`config.mk`:
```
export PLATFORM = sky130hd
export DESIGN_NAME = carry_lookahead_adder_4bit_unit
export DESIGN_NICKNAME = d
export VERILOG_FILES = /design/src/rtl/carry_lookahead_adder_4bit_unit.sv
export SDC_FILE = /design/constraint.sdc
export NUM_CORES = 1
export LEC_CHECK = 0
export CORE_AREA = 2 2 39 41
export DETAILED_ROUTE_END_ITERATION = 12
export DIE_AREA = 0 0 41 43
export MAX_ROUTING_LAYER = met4
export PLACE_DENSITY = 0.76
export SLEW_MARGIN = 25
export SYNTH_ARGS = -nofsm -noshare
export SYNTH_HDL_FRONTEND = slang
export SYNTH_SLANG_ARGS = --single-unit
```
`constraint.sdc`:
```
create_clock -name clk -period 1.8 [get_ports clk]
set_input_delay 0.27 -clock clk [delete_from_list [all_inputs] [get_ports clk]]
set_output_delay 0.27 -clock clk [all_outputs]
set_load 0.005 [all_outputs]
```
`src/rtl/carry_lookahead_adder_4bit_unit.sv`:
```
// 4-bit carry-lookahead adder slice: registered sum, carry-out, group propagate/generate.
// Defining CLA_INPUT_REG_EN adds an input register stage, so the latency becomes 2 clocks.
module carry_lookahead_adder_4bit_unit (
  input  logic       clk,
  input  logic       rst,
  input  logic       in_valid,
  input  logic [3:0] in0,
  input  logic [3:0] in1,
  input  logic       carry_in,
  output logic [3:0] sum,
  output logic       carry_out,
  output logic       PG,
  output logic       GG,
  output logic       out_valid
);

  localparam int unsigned W = 4;

  logic [W-1:0] op_a;
  logic [W-1:0] op_b;
  logic         op_ci;
  logic         op_valid;

`ifdef CLA_INPUT_REG_EN
  // Operand capture stage; data loads only on valid so unknowns never enter it.
  always_ff @(posedge clk) begin
    if (rst) begin
      op_a     <= '0;
      op_b     <= '0;
      op_ci    <= 1'b0;
      op_valid <= 1'b0;
    end else begin
      op_valid <= in_valid;
      if (in_valid) begin
        op_a  <= in0;
        op_b  <= in1;
        op_ci <= carry_in;
      end
    end
  end
`else
  assign op_a     = in0;
  assign op_b     = in1;
  assign op_ci    = carry_in;
  assign op_valid = in_valid;
`endif

  logic [W-1:0] g_c;
  logic [W-1:0] p_c;
  logic [W:0]   c_c;
  logic [W-1:0] sum_c;
  logic         pg_c;
  logic         gg_c;

  assign g_c = op_a & op_b;
  assign p_c = op_a ^ op_b;

  // Flat two-level lookahead carries built only from g/p/carry_in.
  assign c_c[0] = op_ci;
  assign c_c[1] = g_c[0]
                | (p_c[0] & op_ci);
  assign c_c[2] = g_c[1]
                | (p_c[1] & g_c[0])
                | (p_c[1] & p_c[0] & op_ci);
  assign c_c[3] = g_c[2]
                | (p_c[2] & g_c[1])
                | (p_c[2] & p_c[1] & g_c[0])
                | (p_c[2] & p_c[1] & p_c[0] & op_ci);
  assign c_c[4] = g_c[3]
                | (p_c[3] & g_c[2])
                | (p_c[3] & p_c[2] & g_c[1])
                | (p_c[3] & p_c[2] & p_c[1] & g_c[0])
                | (p_c[3] & p_c[2] & p_c[1] & p_c[0] & op_ci);

  assign sum_c = p_c ^ c_c[W-1:0];

  // Group terms are carry_in independent so a second-level unit can chain slices.
  assign pg_c = &p_c;
  assign gg_c = g_c[3]
              | (p_c[3] & g_c[2])
              | (p_c[3] & p_c[2] & g_c[1])
              | (p_c[3] & p_c[2] & p_c[1] & g_c[0]);

  // Result registers hold while no valid operands arrive.
  always_ff @(posedge clk) begin
    if (rst) begin
      sum       <= '0;
      carry_out <= 1'b0;
      PG        <= 1'b0;
      GG        <= 1'b0;
      out_valid <= 1'b0;
    end else begin
      out_valid <= op_valid;
      if (op_valid) begin
        sum       <= sum_c;
        carry_out <= c_c[W];
        PG        <= pg_c;
        GG        <= gg_c;
      end
    end
  end

endmodule

```
==> run summary <==
The cell count after placement is 90. Wires add up to 1130 µm. IR analysis of the VDD net gives a maximum drop of 0.377 mV. The share of synthesized area occupied by flip-flops and latches was 0.325; the synthesized netlist cell count was 53.

In the final layout, the multi-input gates occupy 305 µm². The endpoint of the lowest-slack register-to-register path is sum[3]$_SDFFE_PP0P_. For the wire length of the first global-routing pass, the log shows 1770 µm. The run gives 0.646 GHz as the highest clock rate. The logs give 9 for the largest net degree at the start of global routing and 451 for the number of global-route vias before repair. For the first-pass iteration count of the detailed router, the log shows 3.

After synthesis the netlist holds a flip-flop and latch count of 8. Buffers inserted during clock tree synthesis total 3. The class of the most critical hold timing path is reg2reg. 0 antenna diodes ended up in the layout. For the number of vias after detailed routing, the log shows 505.

Longest individual stage delay on the worst path: 0.47 ns. Gates resized during post-CTS repair numbered 0. The vias per cell was 5.43. The wire length per cell is 12.1 µm. The placement-stage cell area is 721 µm², and the tightest slew margin relative to the limit is 0.867. Max-cap violation count: 0.

Setup repair after global routing left no endpoint under its margin. The area enclosed by the die boundary is 1760 µm². H-tree depth reported by CTS: 1. The run gives 3 as the number of violations reported at the end of detailed-routing iteration 0. The time the worst path needs with I/O delays and setup is 1.55 ns, and the number of clock sinks is 8. The final max-slew violation count was 0; the clock latency reported for the late side of the worst-skew pair was 0.26 ns.

The final global-route overflow total was 0; the number of antenna violations at the first check in global routing was 0. After synthesis the cells add up to 493 µm². Counting cells, the worst reg-to-reg path comes to 3. For the number of unique standard cell types used by synthesis, the log shows 22. TritonCTS built the clock tree. For the worst setup path, the data arrival time is 1.74 ns. For the number of ports placed on the die boundary, the log shows 20.

Counting flops with a built-in enable in the synthesized netlist gives 0. The post-synth net total was 71; the final standard cell area without fillers was 743 µm². The clock transition at the registers of the reported paths was 0.06 ns; the internal power contribution was 355 µW.

The most critical setup path has its startpoint at in0[0]. For the relative contribution of sequential cells to total power, the log shows 0.401. The total number of placement rows came out at 14. The tools report the number of buffers added for setup after CTS as 0. The tools report the detailed placer's ending HPWL as 898 µm. In the routed design, unresolved DRC markers number 0. The critical path endpoint category is a flop. The share of synthesized flip-flops with an asynchronous set or reset is 0. The leading cell type in the layout, fill and taps excluded was sky130_fd_sc_hd__clkdlybuf4s50_1.

The worst hold slack after final layout came out at 0.490 ns. Cell chosen for the clock root: sky130_fd_sc_hd__clkbuf_4. The clock passes through at most 2 buffers. Across the whole layout, storage elements account for 160 µm². The net switching share of the total power is 0.281, and the post-synthesis average cell area is 9.30 µm². Fraction of layout instances using a drive strength above 1: 0.104. Number of nets with antenna violations after detailed routing: 0. In this run the critical register-to-register path is launched from sum[3]$_SDFFE_PP0P_.

After layout, the design draws a total of 494 µW. The number of I/O port buffers came out at 19. The total global-route track usage was 0.153. The worst setup path is launched from an input port.

The actual transition at the worst max-transition pin is 0.198 ns. The run gives 0.537 as the share of the core filled with cells. The run finished with clean final reports. Setup violations remaining at the end of the flow were counted as 0. The reg-to-reg setup timing slack is 1.04 ns, and the die extent in x is 41 µm. For this design, the CTS-stage hold fixing added 0 buffers. For the initial cell density of the core, the log shows 0.356. The most critical setup path has its endpoint at sum[3]$_SDFFE_PP0P_. The final cycle utilization of the critical path is 0.860, and the reported net switching power is 139 µW.

In this run the vertical extent of the chip is 43 µm. The cell type of the slowest stage on the worst timing path is sky130_fd_sc_hd__clkdlybuf4s50_1. STA puts the critical path data required time at 1.99 ns.

Leaving out fill and tap cells, the most frequent cells in the layout are sky130_fd_sc_hd__clkdlybuf4s50_1 (19), sky130_fd_sc_hd__dfxtp_1 (8), sky130_fd_sc_hd__nor2_1 (6). Worst-path maximum fanout: 3. Number of hold violations in the final report: 0.

On the final layout, the worst clock skew is 0 ns. The worst setup path is of the in2reg kind. The run gives 0.294 as the portion of total power attributed to combinational logic. After filler insertion, the fill cell instance count of the layout stands at 143. Routability-driven placement finished with a final weighted congestion of 0.851. The finished layout holds 93 standard cells, fillers aside.

At the end of the flow, the number of nets in the layout was 97. Walking the worst path, the cells encountered are clkdlybuf4s50_1 > ha_1 > and4_1 > a2111o_1 > o211ai_1. The power density of the placed cells was 665 nW/µm²; the count of yosys warnings during synthesis was 0. The static power due to leakage was 0.320 nW; the signed area change from the synthesized netlist to the final layout was 50.8%.

The dominant register cell in the synthesized netlist was sky130_fd_sc_hd__dfxtp_1. The tools report the area of the core as 1380 µm². The clock network power share was 0.305.
[power groups by stage]
| stage | registers, mW | clock network, mW | logic, mW |
|---|---|---|---|
| finish | 0.198 | 0.151 | 0.145 |
| detailed placement | 0.202 | 0 | 0.145 |
| global placement | 0.202 | 0 | 0.143 |
| floorplan | 0.203 | 0 | 0.0675 |
| global route | 0.200 | 0.157 | 0.160 |
| CTS | 0.198 | 0.151 | 0.146 |
[flip-flops by register name (all words and copies together) (netlist names)]
signal	flops
GG	1
PG	1
carry_out	1
out_valid	1
sum	4
[worst max-delay path, delay by kind of cell]
kind	cells	cell delay, ns
AOI/OAI and AO/OA	2	0.46
adders and majority gates	1	0.35
buffers and inverters	1	0.47
and+or+nand+nor	1	0.20
[final cells by class]
class	count	area share
Clock buffer	3	0.0303
Inverter	4	0.0202
Multi-Input combinational cell	39	0.411
Sequential cell	8	0.215
Tap cell	16	0.0269
Timing Repair Buffer	23	0.296
[Yosys cell counts, types with 2 or more instances]
| master | number | area share |
|---|---|---|
| sky130_fd_sc_hd__a21o_1 | 3 | 0.046 |
| sky130_fd_sc_hd__inv_1 | 4 | 0.030 |
| sky130_fd_sc_hd__nor2_1 | 6 | 0.046 |
| sky130_fd_sc_hd__dfxtp_1 | 8 | 0.32 |
| sky130_fd_sc_hd__ha_1 | 5 | 0.13 |
| sky130_fd_sc_hd__a2111o_1 | 2 | 0.046 |
| sky130_fd_sc_hd__nand2_1 | 2 | 0.015 |
| sky130_fd_sc_hd__a211oi_1 | 3 | 0.046 |
| sky130_fd_sc_hd__mux2i_1 | 2 | 0.041 |
| sky130_fd_sc_hd__a21oi_1 | 4 | 0.041 |
| sky130_fd_sc_hd__or3_1 | 2 | 0.025 |
| sky130_fd_sc_hd__nor3b_1 | 2 | 0.030 |
[cells by family (layout without fill, tap and decap cells)]
group,after synthesis,after routing,share of synthesized area
AOI/OAI and AO/OA,15,15,0.223
and+or+nand+nor,15,15,0.170
DFF,8,8,0.325
adders and majority gates,6,6,0.168
buffers and inverters,6,30,0.0558
muxes,2,2,0.0406
xor gates and xnor gates,1,1,0.0178
[worst min-delay path by stage]
| stage | startpoint | endpoint | slack [ns] | cells past startpoint |
|---|---|---|---|---|
| 2_1_floorplan | in_valid | out_valid$_SDFF_PP0_ | 0.44 | 2 |
| 3_3_place_gp | sum[0]$_SDFFE_PP0P_ | sum[0]$_SDFFE_PP0P_ | 0.47 | 2 |
| 3_5_place_dp | sum[0]$_SDFFE_PP0P_ | sum[0]$_SDFFE_PP0P_ | 0.48 | 2 |
| 4_1_cts | carry_out$_SDFFE_PP0P_ | carry_out$_SDFFE_PP0P_ | 0.49 | 2 |
| 5_1_grt | GG$_SDFFE_PP0P_ | GG$_SDFFE_PP0P_ | 0.51 | 2 |
| 6_report | carry_out$_SDFFE_PP0P_ | carry_out$_SDFFE_PP0P_ | 0.49 | 2 |
[metal layers]
layer / up-vias / track usage / routed length [µm]
li1: 247 / - / -
met1: 238 / 0.199 / 532
met2: 15 / 0.216 / 508
met3: 5 / 0.0314 / 58
met4: 0 / 0.0800 / 29
met5: - / - / 0
[through the flow]
| stage | setup TNS (ns) | worst slack, ns |
|---|---|---|
| after CTS | 0 | 0.261 |
| after global placement | 0 | 0.0222 |
| after floorplan | 0 | 0.456 |
| after detailed placement | -0.0175 | -0.0101 |
| final | 0 | 0.252 |
| after global routing | 0 | 0.210 |
(Power assumes the default switching activity.)
